File: config.mk
export PLATFORM = sky130hd
export DESIGN_NAME = fill_rect_word_gen
export DESIGN_NICKNAME = d
export VERILOG_FILES = /design/src/rtl/fill_rect_word_gen_pkg.sv /design/src/rtl/fill_rect_word_gen_pack.sv /design/src/rtl/fill_rect_word_gen.sv
export SDC_FILE = /design/constraint.sdc
export NUM_CORES = 1
export LEC_CHECK = 0
export BUFFER_PORTS_ARGS = -buffer_cell sky130_fd_sc_hd__buf_2
export CAP_MARGIN = 15
export CORE_UTILIZATION = 31
export DETAILED_ROUTE_END_ITERATION = 8
export SETUP_SLACK_MARGIN = 0.05
export SLEW_MARGIN = 20
export SYNTH_ARGS = -nofsm -noshare
export SYNTH_HDL_FRONTEND = slang
export SYNTH_HIERARCHICAL = 1
export SYNTH_SLANG_ARGS = --single-unit
File: constraint.sdc
create_clock -name clk -period 11.45 [get_ports clk]
set_clock_uncertainty 0.05 [all_clocks]
set_input_delay 2.29 -clock clk [delete_from_list [all_inputs] [get_ports clk]]
set_output_delay 2.29 -clock clk [all_outputs]
set_load 0.02 [all_outputs]
File: src/rtl/fill_rect_word_gen_pkg.sv
// Shared encodings for the fill-rectangle word generator: FSM states, command
// modes, arbiter op code and a small modulo-3 helper for channel phase tracking.
package fill_rect_word_gen_pkg;

  typedef enum logic [1:0] {
    ST_IDLE = 2'd0,
    ST_LOAD = 2'd1,
    ST_EMIT = 2'd2,
    ST_DONE = 2'd3
  } state_t;

  localparam logic MODE_FILL    = 1'b0;
  localparam logic MODE_OUTLINE = 1'b1;
  localparam logic OP_WRITE     = 1'b1;

  // Reduces a small sum (at most 6) modulo 3.
  function automatic logic [1:0] wrap3(input logic [2:0] v);
    if (v >= 3'd6) begin
      return 2'd0;
    end else if (v >= 3'd3) begin
      return 2'(v - 3'd3);
    end else begin
      return v[1:0];
    end
  endfunction

endpackage

File: src/rtl/fill_rect_word_gen_pack.sv
// Packs the bytes of one span that fall into a single aligned word: lanes start
// at the byte offset, stop at the remaining count and cycle R/G/B from phase.
module fill_rect_word_pack
  import fill_rect_word_gen_pkg::*;
(
  input  logic [1:0]  offset,
  input  logic [2:0]  remaining,
  input  logic [1:0]  phase,
  input  logic [7:0]  r_byte,
  input  logic [7:0]  g_byte,
  input  logic [7:0]  b_byte,
  output logic [3:0]  wben,
  output logic [31:0] data,
  output logic [2:0]  used
);

  logic [2:0] k;

  always_comb begin
    wben = '0;
    data = '0;
    used = '0;
    k    = '0;
    for (int j = 0; j < 4; j++) begin
      k = 3'(j) - {1'b0, offset};
      if ((2'(j) >= offset) && (k < remaining)) begin
        wben[j] = 1'b1;
        case (wrap3(3'(phase) + k))
          2'd0:    data[8*j +: 8] = r_byte;
          2'd1:    data[8*j +: 8] = g_byte;
          default: data[8*j +: 8] = b_byte;
        endcase
        used = used + 3'd1;
      end
    end
  end

endmodule

File: src/rtl/fill_rect_word_gen.sv
// Turns one latched rectangle command into a stream of word-aligned, byte-enabled
// framebuffer writes (solid or outline) offered to the arbiter over rts/rtr.
module fill_rect_word_gen
  import fill_rect_word_gen_pkg::*;
#(
  parameter int ADDR_W = 16,
  parameter int DIM_W  = 16,
  parameter int CH_W   = 4,
  parameter int STRIDE = 240
) (
  input  logic              clk,
  input  logic              rst,
  input  logic              start,
  input  logic              cmd_mode,
  input  logic [ADDR_W-1:0] cmd_addr,
  input  logic [DIM_W-1:0]  cmd_wid,
  input  logic [DIM_W-1:0]  cmd_hgt,
  input  logic [CH_W-1:0]   cmd_rval,
  input  logic [CH_W-1:0]   cmd_gval,
  input  logic [CH_W-1:0]   cmd_bval,
  output logic              busy,
  output logic              done,
  output logic              arb_out_rts,
  input  logic              arb_in_rtr,
  output logic [ADDR_W-1:0] arb_out_addr,
  output logic [3:0]        arb_out_wben,
  output logic [31:0]       arb_out_data,
  output logic              arb_out_op
);

  localparam int CNT_W = DIM_W + 2;

  state_t state, state_nxt;

  logic              mode_q;
  logic [ADDR_W-1:0] base_q;
  logic [DIM_W-1:0]  wid_q, hgt_q;
  logic [CH_W-1:0]   r_q, g_q, b_q;

  // Position of the current word: row, row base address, byte index within
  // the row, end of the current span, channel phase and which outline span.
  logic [DIM_W-1:0]  row_q;
  logic [ADDR_W-1:0] row_addr_q;
  logic [CNT_W-1:0]  pos_q, end_q;
  logic [1:0]        phase_q;
  logic              span_q;

  logic [CNT_W-1:0]  wid3, remaining, next_pos;
  logic [ADDR_W-1:0] byte_addr;
  logic [2:0]        rem_clip, used;
  logic [3:0]        pk_wben;
  logic [31:0]       pk_data;
  logic              last_row, outline_ok, interior, next_interior;
  logic              span_last, xfc;

  assign wid3          = ({2'b00, wid_q} << 1) + {2'b00, wid_q};
  assign last_row      = (row_q == hgt_q - 1'b1);
  assign outline_ok    = (mode_q == MODE_OUTLINE) && (wid_q > DIM_W'(2));
  assign interior      = outline_ok && (row_q != '0) && !last_row;
  assign next_interior = outline_ok && ((row_q + 1'b1) != (hgt_q - 1'b1));
  assign byte_addr     = row_addr_q + ADDR_W'(pos_q);
  assign remaining     = end_q - pos_q;
  assign rem_clip      = (remaining > CNT_W'(3)) ? 3'd4 : remaining[2:0];
  assign next_pos      = pos_q + CNT_W'(used);
  assign span_last     = (next_pos >= end_q);
  assign xfc           = arb_out_rts & arb_in_rtr;

  fill_rect_word_pack u_pack (
    .offset    (byte_addr[1:0]),
    .remaining (rem_clip),
    .phase     (phase_q),
    .r_byte    (8'(r_q)),
    .g_byte    (8'(g_q)),
    .b_byte    (8'(b_q)),
    .wben      (pk_wben),
    .data      (pk_data),
    .used      (used)
  );

  always_ff @(posedge clk or posedge rst) begin
    if (rst) begin
      state <= ST_IDLE;
    end else begin
      state <= state_nxt;
    end
  end

  always_comb begin
    state_nxt    = state;
    busy         = 1'b0;
    done         = 1'b0;
    arb_out_rts  = 1'b0;
    arb_out_addr = '0;
    arb_out_wben = '0;
    arb_out_data = '0;
    arb_out_op   = 1'b0;
    case (state)
      ST_IDLE: begin
        if (start) state_nxt = ST_LOAD;
      end
      ST_LOAD: begin
        busy      = 1'b1;
        state_nxt = ((wid_q == '0) || (hgt_q == '0)) ? ST_DONE : ST_EMIT;
      end
      ST_EMIT: begin
        busy         = 1'b1;
        arb_out_rts  = 1'b1;
        arb_out_addr = {byte_addr[ADDR_W-1:2], 2'b00};
        arb_out_wben = pk_wben;
        arb_out_data = pk_data;
        arb_out_op   = OP_WRITE;
        if (xfc && span_last && !(interior && !span_q) && last_row) begin
          state_nxt = ST_DONE;
        end
      end
      default: begin
        done      = 1'b1;
        state_nxt = ST_IDLE;
      end
    endcase
  end

  always_ff @(posedge clk or posedge rst) begin
    if (rst) begin
      mode_q     <= MODE_FILL;
      base_q     <= '0;
      wid_q      <= '0;
      hgt_q      <= '0;
      r_q        <= '0;
      g_q        <= '0;
      b_q        <= '0;
      row_q      <= '0;
      row_addr_q <= '0;
      pos_q      <= '0;
      end_q      <= '0;
      phase_q    <= '0;
      span_q     <= 1'b0;
    end else begin
      case (state)
        ST_IDLE: begin
          if (start) begin
            mode_q <= cmd_mode;
            base_q <= cmd_addr;
            wid_q  <= cmd_wid;
            hgt_q  <= cmd_hgt;
            r_q    <= cmd_rval;
            g_q    <= cmd_gval;
            b_q    <= cmd_bval;
          end
        end
        ST_LOAD: begin
          // Row 0 is always a full span, whatever the mode.
          row_q      <= '0;
          row_addr_q <= base_q;
          pos_q      <= '0;
          end_q      <= wid3;
          phase_q    <= 2'd0;
          span_q     <= 1'b0;
        end
        ST_EMIT: begin
          if (xfc) begin
            if (!span_last) begin
              pos_q   <= next_pos;
              phase_q <= wrap3(3'(phase_q) + used);
            end else if (interior && !span_q) begin
              // Jump to the right-hand pixel; 3*wid-3 is a multiple of 3.
              span_q  <= 1'b1;
              pos_q   <= wid3 - CNT_W'(3);
              end_q   <= wid3;
              phase_q <= 2'd0;
            end else if (!last_row) begin
              row_q      <= row_q + 1'b1;
              row_addr_q <= row_addr_q + ADDR_W'(STRIDE);
              pos_q      <= '0;
              end_q      <= next_interior ? CNT_W'(3) : wid3;
              phase_q    <= 2'd0;
              span_q     <= 1'b0;
            end
          end
        end
        default: ;
      endcase
    end
  end

endmodule

==> results of run 1 <==
## synthesized netlist by cell type, types with 8 or more instances
cell type / count / share of area
sky130_fd_sc_hd__nand2b_1: 25 / 0.012
sky130_fd_sc_hd__nand3_1: 32 / 0.012
sky130_fd_sc_hd__mux2_2: 69 / 0.059
sky130_fd_sc_hd__nor3_1: 50 / 0.019
sky130_fd_sc_hd__nand4_1: 17 / 0.0081
sky130_fd_sc_hd__nand2_1: 76 / 0.022
sky130_fd_sc_hd__nor2_1: 83 / 0.024
sky130_fd_sc_hd__a22oi_1: 10 / 0.0057
sky130_fd_sc_hd__nor4_1: 14 / 0.0067
sky130_fd_sc_hd__clkbuf_1: 35 / 0.010
sky130_fd_sc_hd__o22a_1: 8 / 0.0053
sky130_fd_sc_hd__buf_1: 9 / 0.0026
sky130_fd_sc_hd__or2_2: 9 / 0.0043
sky130_fd_sc_hd__and2_1: 43 / 0.020
sky130_fd_sc_hd__o22ai_1: 9 / 0.0043
sky130_fd_sc_hd__a211oi_1: 18 / 0.010
sky130_fd_sc_hd__a211o_1: 12 / 0.0080
sky130_fd_sc_hd__or3_1: 10 / 0.0048
sky130_fd_sc_hd__nor2_2: 12 / 0.0057
sky130_fd_sc_hd__buf_2: 12 / 0.0046
sky130_fd_sc_hd__o21a_1: 20 / 0.011
sky130_fd_sc_hd__xor2_1: 35 / 0.023
sky130_fd_sc_hd__dfrtp_1: 134 / 0.25
sky130_fd_sc_hd__inv_1: 113 / 0.032
sky130_fd_sc_hd__mux2i_1: 46 / 0.035
sky130_fd_sc_hd__a21oi_1: 86 / 0.033
sky130_fd_sc_hd__a21o_1: 14 / 0.0080
sky130_fd_sc_hd__o21bai_1: 9 / 0.0051
sky130_fd_sc_hd__o21ai_0: 88 / 0.033
sky130_fd_sc_hd__or4_1: 8 / 0.0046
sky130_fd_sc_hd__ha_1: 119 / 0.11
sky130_fd_sc_hd__xnor2_1: 66 / 0.044
sky130_fd_sc_hd__and3_1: 19 / 0.0090
sky130_fd_sc_hd__nor2b_1: 26 / 0.012
sky130_fd_sc_hd__nor3b_1: 13 / 0.0074
sky130_fd_sc_hd__a31oi_1: 15 / 0.0071
sky130_fd_sc_hd__fa_1: 9 / 0.014
## critical path, delay by kind of cell, from the launching register on
kind            cells  cell delay, ns
simple gates        9            2.99
compound gates     13            2.85
fa+ha+maj           6            1.90
mux                 2            0.57
buf+inv             4            0.47
xor+xnor            2            0.42
flops               1            0.41
## sequential cells by signal (all words and copies together), names as in the netlist, 2 cells and up
name / count
pos_q: 18
state: 2
row_addr_q: 16
row_q: 16
base_q: 16
r_q: 4
end_q: 18
phase_q: 2
hgt_q: 16
g_q: 4
b_q: 4
wid_q: 16
## metrics by stage
stage,hold slack (ns),setup WS (ns),instances,instance area [um2]
after detailed placement,0.4426,1.747,2156,14330
after global routing,0.4780,0.8829,2189,14960
after floorplan,0.4169,3.274,1558,13340
final,0.4656,1.669,2189,14960
after global placement,0.4484,2.016,2156,14330
after CTS,0.4692,1.688,2188,14920
## final cells by class
type | instances | area (um2) | area share
clock buffer | 21 | 460.4 | 0.03078
clock inverter | 11 | 125.1 | 0.008365
inverter | 115 | 439.2 | 0.02936
multi-input combinational | 1241 | 9219 | 0.6164
sequential | 134 | 3353 | 0.2242
tap | 539 | 674.4 | 0.04509
timing repair buffer | 128 | 685.7 | 0.04584
## cells by family (layout without fill, tap and decap cells)
kind of cell | after synthesis | after routing | share of synthesized area
XOR/XNOR | 103 | 103 | 0.07021
AND/OR/NAND/NOR | 473 | 473 | 0.1995
flip-flops | 134 | 134 | 0.2550
other | 1 | 50 | 0.0002851
AO/OA/AOI/OAI | 372 | 372 | 0.1947
adder cells (fa/ha/maj) | 128 | 128 | 0.1269
multiplexers | 115 | 115 | 0.09409
buffers and inverters | 183 | 275 | 0.05937
## per-layer routing
metal	global-route usage	vias up	wire, um
li1	-	5651	-
met1	0.2434	5612	17940
met2	0.2859	354	17370
met3	0.02853	34	2054
met4	0.03831	0	491
met5	0	-	0
## worst max-delay path by stage
stage                                startpoint                     to  slack (ns)  cells past startpoint
after detailed placement  pos_q[15]$_DFFE_PP0P_  end_q[17]$_DFFE_PP0P_        1.75                     36
after floorplan            end_q[0]$_DFFE_PP0P_   end_q[2]$_DFFE_PP0P_        3.27                     41
final                     pos_q[15]$_DFFE_PP0P_  pos_q[13]$_DFFE_PP0P_        1.67                     36
after CTS                 pos_q[15]$_DFFE_PP0P_  end_q[17]$_DFFE_PP0P_        1.69                     36
after global placement     end_q[0]$_DFFE_PP0P_  pos_q[16]$_DFFE_PP0P_        2.02                     39
after global routing       end_q[0]$_DFFE_PP0P_  end_q[17]$_DFFE_PP0P_        0.88                     39
==> flow_metrics.env, run 1 <==
export IMPL_timing_hold_worst_endpoint="base_q[4]$_DFFE_PP0P_"
export IMPL_cap_viol_max_count=0
export IMPL_hold_violations=0
export IMPL_critPathSlowestCell="sky130_fd_sc_hd__nor2_1"
export IMPL_tritoncts_clock_tree="done"
export IMPL_routed_via_count=11650
export IMPL_cts_inserted_buffers=17
export IMPL_setup_reg_to_reg_worst_slack_ns=1.67
export IMPL_flow_area_growth_from_synthesis_pct=13.73
export IMPL_placeableCoreArea_um2=41850
export IMPL_reg2regPathDepth=36
export IMPL_clock_sinks=134
export IMPL_cts_clk_slew_worst_paths_ns=0.07
export IMPL_dp_hpwl_um=29370
export IMPL_worstReg2RegStart="pos_q[15]$_DFFE_PP0P_"
export IMPL_cp_slowest_stage_delay_ns=0.87
export IMPL_final_setup_tns_ns=0
export IMPL_most_common_cell_after_layout_fill_and_taps_aside="sky130_fd_sc_hd__dfrtp_1"
export IMPL_antenna_violations_before_repair=0
export IMPL_rsz0062_at_grt="false"
export IMPL_slew_violations=0
export IMPL_setup_violations_final=0
export IMPL_number_of_warning_messages_in_the_yosys_log=6
export IMPL_fp_dieH_um=208.0
export IMPL_cts_htree_levels=4
export IMPL_post_cts_repair_setup_buffers=0
export IMPL_initialDrtViolationCount=901
export IMPL_grt_util_all_layers=0.1756
export IMPL_post_route_cells_drive_above_1_share=0.1727
export IMPL_seq_area_frac_synth=0.2550
export IMPL_grt_start_max_net_pins=74
export IMPL_tightest_slew_ns=1.126
export IMPL_final_core_util=0.3574
export IMPL_drt_antenna_violating_nets=0
export IMPL_globalRoute_totalOverflow=0
export IMPL_worst_ep_required_time_ns=11.75
export IMPL_rows=75
export IMPL_antenna_cells_inserted=0
export IMPL_synth_lib_cells_used_distinct=96
export IMPL_first_global_vias=11290
export IMPL_fillCellCount=4277
export IMPL_fp_dieArea_um2=43250
export IMPL_cts_repair_resize_count=0
export IMPL_asyncSetResetFlopFracSynth=1.000
export IMPL_worstReg2RegEnd="pos_q[13]$_DFFE_PP0P_"
export IMPL_data_arrival_critical_path_ns=10.08
export IMPL_worstSetupEndpointType="flip-flop"
export IMPL_design_final_nets=1830
export IMPL_wl_per_cell_um=17.29
export IMPL_critical_path_startpoint_type="flip-flop"
export IMPL_insertion_delay_ns=0.43
export IMPL_routed_wl_um=37850
export IMPL_status="finished, final reports clean"
export IMPL_place_port_buffers=118
export IMPL_syn_inst=1509
export IMPL_gp_congestion=0.9297
export IMPL_syn_area_um2=13150
export IMPL_highest_count_cells_in_the_layout_ignoring_fill_and_taps="sky130_fd_sc_hd__dfrtp_1, sky130_fd_sc_hd__ha_1, sky130_fd_sc_hd__buf_2"
export IMPL_top_level_ports=121
export IMPL_class_of_the_most_critical_setup_path="reg -> reg"
export IMPL_grt_first_pass_wirelength_um=61100
export IMPL_hold_path_class="reg -> reg"
export IMPL_synth_ff_type="sky130_fd_sc_hd__dfrtp_1"
export IMPL_finalCritPeriodShare=0.8542
export IMPL_count_of_flip_flops_with_a_built_in_enable_after_synthesis=0
export IMPL_postSynthAreaPerCell_um2=8.715
export IMPL_route_detailed_vias_per_inst=5.323
export IMPL_maxClockFrequency_mhz=102.2
export IMPL_min_period_ns=9.781
export IMPL_clock_tree_buffer_depth=2
export IMPL_hold_depth=1
export IMPL_drt_drc_violations_left=0
export IMPL_drt_pass1_iterations=5
export IMPL_ys_ff_latch=134
export IMPL_min_delay_start="base_q[4]$_DFFE_PP0P_"
export IMPL_start_util=0.3142
export IMPL_cts_root_buffer_cell="sky130_fd_sc_hd__clkbuf_16"
export IMPL_critPathMaxFanout=16
export IMPL_worst_path_most_repeated_cell="sky130_fd_sc_hd__ha_1"
export IMPL_post_cts_hold_buffer_count=0
export IMPL_die_width_um=208.0
export IMPL_timing_slew_headroom=0.2464
Power of run 1 is left out: the tool's default activity adds up to more than one toggle a clock period on the data nets, which glitch-free logic cannot reach.
==> inputs of run 2 (changes only) <==
Settings changed: CORE_UTILIZATION 31 to 45, PLACE_DENSITY set to 0.69.
==> run 2 against run 1 <==
Effect of this change: via count fell by 0.45%; core utilization grew 15 points; fmax fell by 2.0%; global-route usage rose by 5.8 points; critical path depth is 2 higher; clock-buffer cell count rose by 2; critical endpoint is now end_q[0]$_DFFE_PP0P_.
==> flow_metrics.env, run 2 (synthesis gave the netlist of run 1 again) <==
export IMPL_status="finished, final reports clean"
export IMPL_maxClockFrequency_mhz=100.2
export IMPL_start_util=0.4582
export IMPL_insertion_delay_ns=0.43
export IMPL_worstSetupEndpointType="flip-flop"
export IMPL_slew_violations=0
export IMPL_die_width_um=173.0
export IMPL_critical_path_startpoint_type="flip-flop"
export IMPL_finalCritPeriodShare=0.8720
export IMPL_cts_root_buffer_cell="sky130_fd_sc_hd__clkbuf_16"
export IMPL_cap_viol_max_count=0
export IMPL_hold_depth=1
export IMPL_post_cts_repair_setup_buffers=0
export IMPL_worst_ep_required_time_ns=11.70
export IMPL_min_delay_start="base_q[1]$_DFFE_PP0P_"
export IMPL_most_common_cell_after_layout_fill_and_taps_aside="sky130_fd_sc_hd__dfrtp_1"
export IMPL_antenna_violations_before_repair=0
export IMPL_min_period_ns=9.985
export IMPL_drt_pass1_iterations=5
export IMPL_critPathMaxFanout=26
export IMPL_timing_slew_headroom=0.2576
export IMPL_drt_drc_violations_left=0
export IMPL_clock_tree_buffer_depth=2
export IMPL_cts_htree_levels=4
export IMPL_initialDrtViolationCount=799
export IMPL_class_of_the_most_critical_setup_path="reg -> reg"
export IMPL_routed_via_count=11600
export IMPL_fp_dieH_um=173.0
export IMPL_gp_congestion=0.9152
export IMPL_worstReg2RegEnd="end_q[0]$_DFFE_PP0P_"
export IMPL_rows=62
export IMPL_design_final_nets=1827
export IMPL_grt_first_pass_wirelength_um=56410
export IMPL_route_detailed_vias_per_inst=5.714
export IMPL_hold_path_class="reg -> reg"
export IMPL_fillCellCount=2730
export IMPL_layout_top_registers="end_q: 18 flops, pos_q: 18 flops"
export IMPL_worst_path_most_repeated_cell="sky130_fd_sc_hd__ha_1"
export IMPL_first_global_vias=11050
export IMPL_antenna_cells_inserted=0
export IMPL_grt_util_all_layers=0.2332
export IMPL_fp_dieArea_um2=29910
export IMPL_post_route_cells_drive_above_1_share=0.1695
export IMPL_worstReg2RegStart="end_q[0]$_DFFE_PP0P_"
export IMPL_critPathSlowestCell="sky130_fd_sc_hd__a41oi_4"
export IMPL_reg2regPathDepth=38
export IMPL_final_setup_tns_ns=0
export IMPL_placeableCoreArea_um2=28700
export IMPL_cts_clk_slew_worst_paths_ns=0.06
export IMPL_grt_start_max_net_pins=77
export IMPL_globalRoute_totalOverflow=0
export IMPL_routed_wl_um=34870
export IMPL_wl_per_cell_um=17.18
export IMPL_flow_area_growth_from_synthesis_pct=11.77
export IMPL_post_cts_hold_buffer_count=0
export IMPL_top_level_ports=121
export IMPL_layout_cell_area_non_filler_um2=14700
export IMPL_dp_hpwl_um=26680
export IMPL_tritoncts_clock_tree="done"
export IMPL_clock_sinks=134
export IMPL_tightest_slew_ns=1.103
export IMPL_cts_inserted_buffers=17
export IMPL_cts_repair_resize_count=0
export IMPL_rsz0062_at_grt="false"
export IMPL_setup_reg_to_reg_worst_slack_ns=1.47
export IMPL_place_port_buffers=118
export IMPL_data_arrival_critical_path_ns=10.24
export IMPL_postPlaceCellArea_um2=14130
export IMPL_hold_violations=0
export IMPL_cp_slowest_stage_delay_ns=0.90
export IMPL_timing_hold_worst_endpoint="row_addr_q[1]$_DFFE_PP0P_"
export IMPL_setup_violations_final=0
export IMPL_highest_count_cells_in_the_layout_ignoring_fill_and_taps="sky130_fd_sc_hd__dfrtp_1, sky130_fd_sc_hd__ha_1, sky130_fd_sc_hd__buf_2"
export IMPL_drt_antenna_violating_nets=0
==> run 2: changes by cell type in the layout (fill, tap and decap cells not counted), sizes merged <==
cell and delta:
clkinvlp -1, clkinv -2, buf -3, clkbuf +2
==> run 2: worst max-delay path by stage <==
stage / slack (ns) / cells past startpoint / endpoint / start
3_3_place_gp: 1.71 / 38 / end_q[0]$_DFFE_PP0P_ / end_q[0]$_DFFE_PP0P_
2_1_floorplan: 3.27 / 41 / end_q[2]$_DFFE_PP0P_ / end_q[0]$_DFFE_PP0P_
4_1_cts: 1.44 / 35 / end_q[0]$_DFFE_PP0P_ / pos_q[15]$_DFFE_PP0P_
3_5_place_dp: 1.48 / 35 / end_q[0]$_DFFE_PP0P_ / pos_q[15]$_DFFE_PP0P_
5_1_grt: 0.41 / 35 / row_addr_q[12]$_DFFE_PP0P_ / pos_q[13]$_DFFE_PP0P_
6_report: 1.47 / 38 / end_q[0]$_DFFE_PP0P_ / end_q[0]$_DFFE_PP0P_
==> run 2: critical path, delay by kind of cell, from the launching register on <==
family,cells,cell delay (ns)
simple gates,7,1.85
flops,1,0.43
compound gates,16,4.23
buf+inv,4,0.36
mux,2,0.39
xor+xnor,2,0.49
fa+ha+maj,7,2.02
==> run 2: final cells by class <==
type                            count  area, um2  area share
Clock inverter                      8      100.1    0.006810
Multi-Input combinational cell   1241       9225      0.6276
Inverter                          115      439.2     0.02988
Clock buffer                       23      457.9     0.03115
Sequential cell                   134       3353      0.2281
Tap cell                          384      480.5     0.03269
Timing Repair Buffer              125      643.1     0.04375
==> run 2: per-stage QoR <==
step           cells  setup slack (ns)  hold WS, ns    util
2_1_floorplan   1558             3.274       0.4169       -
3_3_place_gp    1999             1.712       0.4433  0.4920
3_5_place_dp    1999             1.477       0.4440  0.4922
4_1_cts         2030             1.444       0.4574  0.5117
5_1_grt         2030            0.4134       0.4705  0.5121
6_report        2030             1.465       0.4549  0.5121
==> run 2: layer usage <==
layer	track usage	share of wire	vias to the layer above
met5	0	0	-
met4	0.06600	0.017	0
met1	0.3183	0.47	5572
met3	0.03320	0.049	52
met2	0.3839	0.47	323
li1	-	-	5652
Power of run 2 is left out for the same reason.
